--- src/rtl/uart_tx_buffer_pkg.sv ---
// Shared definitions for the UART transmit buffer: status/control bit positions and sequencer states.
// No logic; imported by the buffer top and its FIFO.
package uart_tx_buffer_pkg;

  localparam int ST_EMPTY = 6;
  localparam int ST_FULL  = 7;
  localparam int ST_BUSY  = 8;
  localparam int ST_OVF   = 9;
  localparam int ST_TMO   = 10;

  localparam int CTRL_CLR   = 0;
  localparam int CTRL_FLUSH = 1;

  typedef enum logic [1:0] {
    S_IDLE = 2'd0,
    S_SEND = 2'd1,
    S_WAIT = 2'd2
  } state_t;

endpackage

--- src/rtl/uart_tx_buffer_sync_fifo.sv ---
// Synchronous FIFO with a registered-pointer RAM, flush, and combinational head read.
// Latency: a push is visible at the head one cycle later; a push while full is refused unless a pop frees the slot on the same edge.
module sync_fifo #(
  parameter int DEPTH_LOG2 = 4,
  parameter int DATA_W     = 8
) (
  input  logic                  clk,
  input  logic                  rst,
  input  logic                  push,
  input  logic                  pop,
  input  logic                  flush,
  input  logic [DATA_W-1:0]     din,
  output logic [DATA_W-1:0]     dout,
  output logic                  full,
  output logic                  empty,
  output logic [DEPTH_LOG2:0]   count
);

  localparam logic [DEPTH_LOG2:0] DEPTH = {1'b1, {DEPTH_LOG2{1'b0}}};

  logic [DATA_W-1:0]     mem [0:(1<<DEPTH_LOG2)-1];
  logic [DEPTH_LOG2-1:0] rd_ptr;
  logic [DEPTH_LOG2-1:0] wr_ptr;
  logic                  do_pop;
  logic                  do_push;

  assign full    = (count == DEPTH);
  assign empty   = (count == '0);
  assign dout    = mem[rd_ptr];
  assign do_pop  = pop && !empty;
  assign do_push = push && !flush && (!full || do_pop);

  always_ff @(posedge clk) begin
    if (do_push) mem[wr_ptr] <= din;
  end

  always_ff @(posedge clk or posedge rst) begin
    if (rst) begin
      rd_ptr <= '0;
      wr_ptr <= '0;
      count  <= '0;
    end else if (flush) begin
      rd_ptr <= wr_ptr;
      count  <= '0;
    end else begin
      if (do_push) wr_ptr <= wr_ptr + 1'b1;
      if (do_pop)  rd_ptr <= rd_ptr + 1'b1;
      case ({do_push, do_pop})
        2'b10:   count <= count + 1'b1;
        2'b01:   count <= count - 1'b1;
        default: count <= count;
      endcase
    end
  end

endmodule

--- src/rtl/uart_tx_buffer.sv ---
// Byte FIFO plus send sequencer feeding RS232_output: one senden pulse per byte, then wait for a fresh tx_done edge or watchdog.
// Latency: write into empty idle buffer -> senden 2 cycles later; writes to a full buffer are dropped and flagged as overflow.
module uart_tx_buffer
  import uart_tx_buffer_pkg::*;
#(
  parameter int DEPTH_LOG2  = 4,
  parameter int DATA_W      = 8,
  parameter int TIMEOUT_CYC = 1048575
) (
  input  logic              clk,
  input  logic              rst,
  input  logic              wr_en,
  input  logic [DATA_W-1:0] wr_data,
  input  logic              ctrl_we,
  input  logic [1:0]        ctrl_din,
  input  logic              uart_tx_done,
  output logic              uart_senden,
  output logic [DATA_W-1:0] uart_send,
  output logic [31:0]       status_dout,
  output logic              irq_empty
);

  localparam int TW = (TIMEOUT_CYC > 0) ? $clog2(TIMEOUT_CYC + 1) : 1;
  localparam logic [TW-1:0] TMO = TW'(TIMEOUT_CYC);

  state_t              state;
  logic [DATA_W-1:0]   head;
  logic                full;
  logic                empty;
  logic [DEPTH_LOG2:0] count;
  logic [5:0]          count6;
  logic                pop;
  logic                flush;
  logic                clr;
  logic                done;
  logic                tx_done_q;
  logic                overflow;
  logic                timeout;
  logic                ovf_set;
  logic [TW-1:0]       timer;

  assign pop     = (state == S_IDLE) && !empty;
  assign flush   = ctrl_we && ctrl_din[CTRL_FLUSH];
  assign clr     = ctrl_we && ctrl_din[CTRL_CLR];
  assign done    = uart_tx_done && !tx_done_q;
  // A pop on the same edge frees a slot, so only a non-popping full write is an overflow.
  assign ovf_set = wr_en && full && !pop && !flush;

  sync_fifo #(
    .DEPTH_LOG2 (DEPTH_LOG2),
    .DATA_W     (DATA_W)
  ) u_fifo (
    .clk   (clk),
    .rst   (rst),
    .push  (wr_en),
    .pop   (pop),
    .flush (flush),
    .din   (wr_data),
    .dout  (head),
    .full  (full),
    .empty (empty),
    .count (count)
  );

  always_ff @(posedge clk or posedge rst) begin
    if (rst) overflow <= 1'b0;
    else     overflow <= ovf_set || (overflow && !clr);
  end

  always_ff @(posedge clk or posedge rst) begin
    if (rst) begin
      state       <= S_IDLE;
      uart_senden <= 1'b0;
      uart_send   <= '0;
      timer       <= '0;
      timeout     <= 1'b0;
      tx_done_q   <= 1'b0;
    end else begin
      tx_done_q <= uart_tx_done;
      if (clr) timeout <= 1'b0;
      case (state)
        S_IDLE: begin
          if (!empty) begin
            uart_send   <= head;
            uart_senden <= 1'b1;
            state       <= S_SEND;
          end
        end
        S_SEND: begin
          uart_senden <= 1'b0;
          timer       <= '0;
          state       <= S_WAIT;
        end
        S_WAIT: begin
          timer <= timer + 1'b1;
          if (done) begin
            state <= S_IDLE;
          end else if ((TIMEOUT_CYC != 0) && (timer == TMO)) begin
            state   <= S_IDLE;
            timeout <= 1'b1;
          end
        end
        default: state <= S_IDLE;
      endcase
    end
  end

  assign count6    = 6'(count);
  assign irq_empty = empty && (state == S_IDLE);

  always_comb begin
    status_dout           = '0;
    status_dout[5:0]      = count6;
    status_dout[ST_EMPTY] = empty;
    status_dout[ST_FULL]  = full;
    status_dout[ST_BUSY]  = (state != S_IDLE);
    status_dout[ST_OVF]   = overflow;
    status_dout[ST_TMO]   = timeout;
  end

endmodule

--- config.mk ---
export PLATFORM = sky130hd
export DESIGN_NAME = uart_tx_buffer
export DESIGN_NICKNAME = d
export VERILOG_FILES = /design/src/rtl/uart_tx_buffer_pkg.sv /design/src/rtl/uart_tx_buffer_sync_fifo.sv /design/src/rtl/uart_tx_buffer.sv
export SDC_FILE = /design/constraint.sdc
export NUM_CORES = 1
export LEC_CHECK = 0
export ABC_AREA = 0
export CORE_AREA = 2 2 129 131
export CTS_CLUSTER_DIAMETER = 30
export DETAILED_ROUTE_END_ITERATION = 10
export DIE_AREA = 0 0 131 133
export HOLD_SLACK_MARGIN = 0.06
export PLACE_DENSITY = 0.67
export SETUP_SLACK_MARGIN = 0.15
export SYNTH_ARGS = -nofsm -noshare
export SYNTH_HDL_FRONTEND = slang
export SYNTH_SLANG_ARGS = --single-unit
--- constraint.sdc ---
create_clock -name clk -period 7.95 [get_ports clk]
set_input_delay 1.1925 -clock clk [delete_from_list [all_inputs] [get_ports clk]]
set_output_delay 1.1925 -clock clk [all_outputs]
set_load 0.005 [all_outputs]
==> flow_summary.json <==
{
  "grt_setup_unrepaired": "false",
  "arrival_ns": 2.45,
  "synth_edf_count": 128,
  "worstMarginPinSlew_ns": 1.07,
  "ctsResizeCount": 0,
  "wl_per_cell_um": 18.8,
  "critical_path.top_delay_family": "simple AND/OR/NAND/NOR gates",
  "nFillCells": 1295,
  "cts_num_sinks": 175,
  "synth-main-ff-cell": "edfxtp_1",
  "finalHoldViolations": 0,
  "power_uw": 2880,
  "syn-instance-count": 491,
  "reg2reg_depth": 10,
  "initial_core_util": 0.469,
  "grt_pass1_vias": 4184,
  "grt_pass1_wl_mm": 22.5,
  "h-tree-depth": 4,
  "std_cell_rows": 47,
  "hold_slack_ns": 0.497,
  "gp_congestion": 0.805,
  "post-route-period-util": 0.458,
  "dpl.hpwl_mm": 9.26,
  "path_class": "reg2out",
  "nets": 553,
  "slew_viol_final": 0,
  "syn_to_final_growth_pct": 13.3,
  "skew_ns": 0.00842,
  "startpoint": "u_fifo.count[0]$_DFFE_PP0P_",
  "r2r_slack_ns": 4.66,
  "cts_tree": "built",
  "setup_ws_ns": 4.31,
  "startpoint_type": "register",
  "tns_ns": 0,
  "status": "completed",
  "relSlewSlack": 0.290,
  "clock_path_buffers": 2,
  "vias_per_cell": 5.38,
  "cp.required_ns": 6.76,
  "vias": 4069,
  "slowest_stage": "or4_1",
  "clkTransAtPathRegs_ns": 0.06,
  "synth_area_per_cell_um2": 15.4,
  "clk_latency_ns": 0.43,
  "max-vdd-ir-drop_mv": 0.175,
  "coreArea_um2": 16200,
  "reg2reg_to": "u_fifo.count[4]$_DFFE_PP0P_",
  "crit_chain": "or4_1 -> nor3_1 -> clkdlybuf4s50_1",
  "drt-pass1-iter-count": 4,
  "fin_util": 0.531,
  "crit_buf_inv": 1,
  "die-height_um": 133,
  "power_density_nw_per_um2": 336,
  "fmax_mhz": 274,
  "worstReg2RegStart": "u_fifo.count[0]$_DFFE_PP0P_",
  "hold_depth": 1,
  "ys.warnings.count": 0,
  "chipWidth_um": 131,
  "track_usage": 0.176,
  "ys_async_sr_fraction": 0.269,
  "io_pins": 57,
  "critPathCaptureType": "output pin",
  "cts_made_buffers": 17,
  "p_leak_uw": 0.00308,
  "dp_slack_ns": 4.03,
  "setup_viol": 0,
  "cp_max_fo": 8,
  "hp-start": "overflow$_DFF_PP0_",
  "cpPeakStageDelay_ns": 0.71,
  "period_minus_slack_ns": 3.64,
  "postRouteAntennaNets": 0,
  "diodes": 0,
  "ctsHoldBuffers": 0,
  "grt_max_degree": 48,
  "detail_route.iter0.violations": 317,
  "maxCapViolCount": 0,
  "hold_path_class": "reg2reg",
  "ys_types": 46,
  "cts_root_buffer": "clkbuf_16",
  "gr-total-overflow": 0,
  "die_area_um2": 17400,
  "drc": 0,
  "routed_wirelength_mm": 14.2,
  "port_buffers": 34,
  "drive_above_1_share": 0.142,
  "grt_antenna_before_repair": 0,
  "cp.depth": 3,
  "cts_setup_buffers": 0,
  "synth.cell_area_um2": 7580,
  "synth_seq_area_share": 0.662,
  "ys_ff_latch": 175,
  "crit_end": "irq_empty"
}
## synth_stat cells (6+ instances only)
cell / number / area (um2)
nor2_1: 18 / 67.6
edfxtp_1: 128 / 3840
clkbuf_1: 12 / 45.0
nand3_1: 7 / 35.0
o21ai_0: 17 / 85.1
nand2_1: 40 / 150
mux2i_1: 16 / 160
o221ai_1: 8 / 70.1
nand4_1: 9 / 56.3
dfrtp_1: 47 / 1180
nor3_1: 10 / 50.1
ha_1: 13 / 163
buf_4: 26 / 195
xnor2_1: 6 / 52.6
xor2_1: 8 / 70.1
inv_1: 16 / 60.1
and2_1: 18 / 113
a21oi_1: 10 / 50.1
mux4_2: 32 / 721
## worst register-to-register path, cell delays in order (launching register included)
cell,delay [ns]
dfrtp_1,0.43
or4_1,0.71
o21a_4,0.30
o21ai_0,0.13
inv_1,0.13
ha_1,0.32
nor2b_1,0.15
o21ai_0,0.32
a211oi_1,0.17
o21a_1,0.21
o31a_1,0.29
## power by group
| group | total, uW | internal (uW) | switching, uW |
|---|---|---|---|
| clock | 790 | 435 | 355 |
| sequential | 1240 | 1100 | 134 |
| combinational | 860 | 436 | 424 |
| total | 2880 | 1970 | 913 |
## state kept, by name (all words and copies together) (netlist names)
name and cells:
u_fifo.mem 128, timer 20, uart_send 8, u_fifo.count 5, u_fifo.rd_ptr 4, u_fifo.wr_ptr 4
state 2, overflow 1, timeout 1, tx_done_q 1, uart_senden 1
## per-stage QoR
stage,cell area [um2],instances
floorplan,7660,512
global placement,8030,725
detailed placement,8030,725
CTS,8590,757
global route,8590,757
finish,8590,757
## kinds of logic (layout without fill, tap and decap cells)
kind of cell,after synthesis,in the layout,synth area share
flops,175,175,0.662
simple gates,121,121,0.0792
buf+inv,59,84,0.0427
mux,54,54,0.127
compound gates,53,53,0.0480
fa+ha+maj,14,14,0.0241
xor+xnor,14,14,0.0162
other cells,1,22,0.000495
## metal layers
metal	share of wire	global-route usage	routed length, um	vias up
met1	0.43	0.233	6080	2055
met4	0.017	0.0621	247	0
met5	0	0	0	-
met2	0.50	0.282	7150	107
li1	-	-	-	1884
met3	0.052	0.0437	741	23
## final cells by class
class	instances	area, um2	area share
Inverter	16	60.1	0.00699
Clock inverter	15	136	0.0159
Timing Repair Buffer	36	355	0.0414
Multi-Input combinational cell	278	2320	0.270
Sequential cell	175	5020	0.585
Clock buffer	17	425	0.0495
Tap cell	220	275	0.0320
## worst min path at each step
| stage | end | slack, ns |
|---|---|---|
| 6_report | overflow$_DFF_PP0_ | 0.50 |
| 2_1_floorplan | timer[16]$_DFFE_PP0P_ | 0.46 |
| 3_3_place_gp | timeout$_DFF_PP0_ | 0.48 |
| 3_5_place_dp | timeout$_DFF_PP0_ | 0.48 |
| 4_1_cts | timeout$_DFF_PP0_ | 0.50 |
| 5_1_grt | overflow$_DFF_PP0_ | 0.52 |
## placed cells by master (no fill, tap or decap), types with 13 or more instances in the layout
cell type and instances:
edfxtp_1 128, nor2_1 18, ha_1 13, clkdlybuf4s50_1 34, and2_1 18, clkbuf_16 17, dfrtp_1 45, conb_1 22
mux4_2 32, nand2_1 40, mux2i_1 16, o21ai_0 17, inv_1 15
Note: power is estimated with default switching activity, not from simulation.
==> edit 1 (same settings) <==
The 3 states of `state_t` get a one-hot encoding in 3 bits.
--- a/src/rtl/uart_tx_buffer_pkg.sv
+++ b/src/rtl/uart_tx_buffer_pkg.sv
@@ -13,6 +13,6 @@
 
-  typedef enum logic [1:0] {
-    S_IDLE = 2'd0,
-    S_SEND = 2'd1,
-    S_WAIT = 2'd2
+  typedef enum logic [2:0] {
+    S_IDLE = 3'b001,
+    S_SEND = 3'b010,
+    S_WAIT = 3'b100
   } state_t;
Check against the original RTL: same outputs for any inputs over 4 cycles, from zero or initial values and one cycle with rst high; so few cycles prove little.
==> edit 1 against the original RTL <==
Setup slack better by 0.11 ns; design area shrank 0.52%; synthesized area fell by 0.48%; wire length rose by 2.6%; power up 0.22%; clock skew decreased by 0.0010 ns; sequential cell count grew 1; global-route usage is 0.40 points higher; via count shrank 1.6%; critical endpoint is now status_dout[7]; highest routed layer unchanged.
==> edit 1: results (changes against the original RTL) <==
- The clock-pin slew of the registers on the worst-case setup and hold paths is 0.06 ns (about the same).
- The number of filler instances in the final layout came to 1305 (+0.77%).
- The actual slew at the worst max-slew pin was 1.022 ns (-0.04282 ns).
* Half-perimeter wire length after placement: 9760 µm (+5.4%)
- Commonest cells post-synth: 128 x sky130_fd_sc_hd__edfxtp_1, 47 x sky130_fd_sc_hd__dfrtp_1, 44 x sky130_fd_sc_hd__nand2_1
- The routability congestion estimate is 0.7823 (-2.8%).
* Share of async-settable or async-resettable flops after synthesis: 27.27% (+0.42 points)
* Layout Nets: 543 (-1.8%)
* Total routing usage reported by global routing: 17.97% (+0.40 points)
* Clock tree root buffer cell: sky130_fd_sc_hd__clkbuf_16
- Adder-cell share of the synthesized area: 1.758% (-0.65 points)
- The DRC violation total after the first TritonRoute iteration was 282 (-11%).
* Count of buffers inserted at the top-level ports: 34 (unchanged)
- The count of flip-flops with a built-in enable after synthesis is 128 (unchanged).
* DR vias: 4004 (-1.6%)
* Compound-cell area share of the yosys netlist: 3.798% (-1.0 points)
- Number of H-tree levels: 4 (unchanged)
* Clock net power: 0.000789 W (about the same)
* Combinational logic power: 0.000899 W (+4.5%)
- Met1 track demand over resource in global routing: 24.43% (+1.1 points)
- The synthesized-area fraction occupied by xor and xnor cells came to 0.9287% (-0.69 points).
* Top post-synthesis cells by area: sky130_fd_sc_hd__edfxtp_1 51%, sky130_fd_sc_hd__dfrtp_1 16%, sky130_fd_sc_hd__mux4_2 9.9%
- Outcome: complete, no violations
- The average routed wire per standard cell is 19.43 µm (+3.5%).
- Number of clock buffers inserted by TritonCTS: 17 (unchanged)
- First-pass DRT Iterations: 4 (unchanged)
* Sequential fraction of the synthesis area: 66.88% (+0.67 points)
- The final setup skew is 0.007426 ns (-0.0009972 ns).
* Mux cell area share after synthesis: 13.83% (+1.1 points)
* Total met3 wirelength after detailed routing: 806 µm (+8.8%)
- The final setup violation count came to 0 (unchanged).
- Count of distinct cell types in the synthesized netlist: 49 (+6.5%)
- Wire length of the first global-routing pass: 22850 µm (+1.5%)
- The maximum resistive drop on vdd was 0.0002239 V (+28%).
- Number of standard cells after synthesis: 484 (-1.4%)
- Switching share of power: 30.42% (-1.2 points)
* Routed wl met2: 7461 µm (+4.3%)
* Number of buffers on the longest clock path: 2 (unchanged)
- Largest driver fanout on the critical path: 6 (-2)
- The met3 capacity usage during global routing is 5.095% (+0.73 points).
- The pin count of the biggest net entering global routing is 49 (+2.1%).
- At the later pin of the worst-skew pair, clock insertion delay measures 0.42 ns.
- The share of cells above drive strength 1 was 13.75% (-0.41 points).
- Leakage: 3.115 nW (+1.1%)
- The min-delay analysis places its worst path in the category reg2reg.
- Via/cell ratio: 5.332 (-0.81%)
* Yosys warnings: 0 (unchanged)
- Placed cells: 719 (-0.83%)
- Total routed wire length on the met1 layer: 6236 µm (+2.6%)
- Number of antenna violations at the first check in global routing: 0 (unchanged)
- The arrival time at the worst endpoint was 2.34 ns (-0.11 ns).
- Signal routing reaches up to met4.
- The met2 usage was 28.96% (+0.72 points).
==> edit 1: changes by cell type after synthesis, sizes merged, moves of 5 or more <==
| cell | unedited run | this run |
|---|---|---|
| a21oi | 10 | 5 |
| clkbuf | 12 | 6 |
| mux2i | 16 | 26 |
| buf | 31 | 37 |
| xor2 | 8 | 3 |
| mux2 | 6 | 1 |
==> edit 1: metrics by stage <==
step	total power [W]	util (%)	worst slack [ns]	instance area [µm²]
final	0.002891	52.84	4.414	8546
after global routing	0.003046	52.84	4.256	8546
after CTS	0.002924	52.84	4.393	8546
after detailed placement	0.002138	49.42	4.266	7991
after global placement	0.002109	49.42	4.372	7991
after floorplan	0.001847	-	5.111	7624
==> edit 1: layout make-up <==
| type | count | area, µm² | share of cell area, % |
|---|---|---|---|
| timing repair buffer | 37 | 362.8 | 4.246 |
| tap | 220 | 275.3 | 3.221 |
| clock buffer | 25 | 465.4 | 5.447 |
| clock inverter | 7 | 88.84 | 1.040 |
| inverter | 16 | 60.06 | 0.7028 |
| sequential | 176 | 5046 | 59.05 |
| multi-input combinational | 270 | 2247 | 26.30 |
==> edit 1: worst paths after layout <==
check                                start                to  slack, ns  depth (start not counted)
setup / recovery           u_fifo.count[1]    status_dout[7]       4.41                          3
hold / removal                   timer[14]         timer[14]       0.49                          1
setup reg to reg           u_fifo.count[1]   u_fifo.count[4]       4.47                         11
hold reg to reg                  timer[14]         timer[14]       0.49                          1
max in group asynchronous              rst  u_fifo.rd_ptr[1]       5.97                          2
min in group asynchronous              rst      uart_send[4]       1.34                          2
==> edit 1: worst max-delay path: stages, from the launching register on <==
cell and delay, ns:
sky130_fd_sc_hd__dfrtp_1 0.45, sky130_fd_sc_hd__or4_1 0.70, sky130_fd_sc_hd__nor2_2 0.23, sky130_fd_sc_hd__clkdlybuf4s50_1 0.54
==> edit 2 (same settings) <==
Made on the original files. `DATA_W` is set to 8 in 2 places; all go to 10.
--- a/src/rtl/uart_tx_buffer_sync_fifo.sv
+++ b/src/rtl/uart_tx_buffer_sync_fifo.sv
@@ -4,3 +4,3 @@
   parameter int DEPTH_LOG2 = 4,
-  parameter int DATA_W     = 8
+  parameter int DATA_W     = 10
 ) (
--- a/src/rtl/uart_tx_buffer.sv
+++ b/src/rtl/uart_tx_buffer.sv
@@ -6,3 +6,3 @@
   parameter int DEPTH_LOG2  = 4,
-  parameter int DATA_W      = 8,
+  parameter int DATA_W      = 10,
   parameter int TIMEOUT_CYC = 1048575
Ports: changed (resized uart_send and wr_data); port bits go from 57 to 61. The function was not compared with the original's and may differ.
==> edit 2 against the original RTL <==
Clock power up 92%; sequential cell count grew 34; design area grew 23%; synthesized cell count rose by 12%; power is 40% higher; wire length up 25%; synthesized area rose by 17%; setup slack improved by 0.13 ns; largest power group is now clock.
==> edit 2: results (changes against the original RTL) <==
- Outcome: complete, no violations
- Share of async-settable or async-resettable flops after synthesis: 23.44% (-3.4 points)
* Number of DRC markers after the initial detailed-route iteration: 331 (+4.4%)
- M3 GR Usage: 4.286% (-0.081 points)
* Total met3 wirelength after detailed routing: 949 µm (+28%)
- Clock share of power: 37.8% (+10 points)
- The proportion of cell area spent on the clock network was 11.64% (+5.1 points).
- Arrival @ worst endpoint: 2.32 ns (-0.13 ns)
- Layout Nets: 635 (+15%)
- Number of enable flip-flop cells after synthesis: 160 (+25%)
- Sequential share of cell area: 56.97% (-1.5 points)
- Clock latency reported for the late side of the worst-skew pair: 0.51 ns (+0.08 ns)
- Largest incremental delay on the critical path: 0.53 ns (-0.18 ns)
* Leading registers by flop count: u_fifo.mem: 160 flops, timer: 20 flops, uart_send: 10 flops
- The wire length after detailed routing came to 17800 µm (+25%).
- Via/cell ratio: 5.653 (+5.2%)
- Leakage: 3.854 nW (+25%)
- Routed wl met2: 8540 µm (+19%)
* Via count of the first global-routing pass: 4855 (+16%)
- The clock tree buffer count of the final layout is 46 (+29).
- Max-slew headroom: 18.40% (-11 points)
- The worst hold margin came to 0.4724 ns (-0.02437 ns).
* Sequential fraction of the synthesis area: 67.80% (+1.6 points)
* Number of standard cells after synthesis: 551 (+12%)
* Wire length of the first global-routing pass: 27410 µm (+22%)
* Top cell family by delay on the critical path: buffers and inverters
- The number of distinct standard cells referenced by the synthesized netlist is 49 (+6.5%).
* Clock slew seen by the registers of the worst setup and hold paths: 0.04 ns (-0.02 ns)
* Total routed wire length on the met1 layer: 7795 µm (+28%)
==> edit 2: cell types whose count changed in the layout (fill, tap and decap cells not counted), moves of 4 or more <==
cell / change
sky130_fd_sc_hd__mux2_4: -4
sky130_fd_sc_hd__mux2i_1: +9
sky130_fd_sc_hd__nand3_1: +7
sky130_fd_sc_hd__edfxtp_1: +32
sky130_fd_sc_hd__clkbuf_16: +22
sky130_fd_sc_hd__clkdlybuf4s50_1: +4
sky130_fd_sc_hd__clkbuf_1: +5
sky130_fd_sc_hd__nor3_1: -5
sky130_fd_sc_hd__nor2_1: +5
sky130_fd_sc_hd__mux4_2: +8
==> edit 2: cells by family after synthesis <==
group / Yosys count / share of synthesized area, %
other: 1 / 0.04216
AND/OR/NAND/NOR: 120 / 6.625
XOR/XNOR: 18 / 1.773
AO/OA/AOI/OAI: 55 / 4.276
multiplexers: 67 / 13.32
flip-flops: 209 / 67.80
buffers and inverters: 67 / 4.107
adder cells (fa/ha/maj): 14 / 2.054
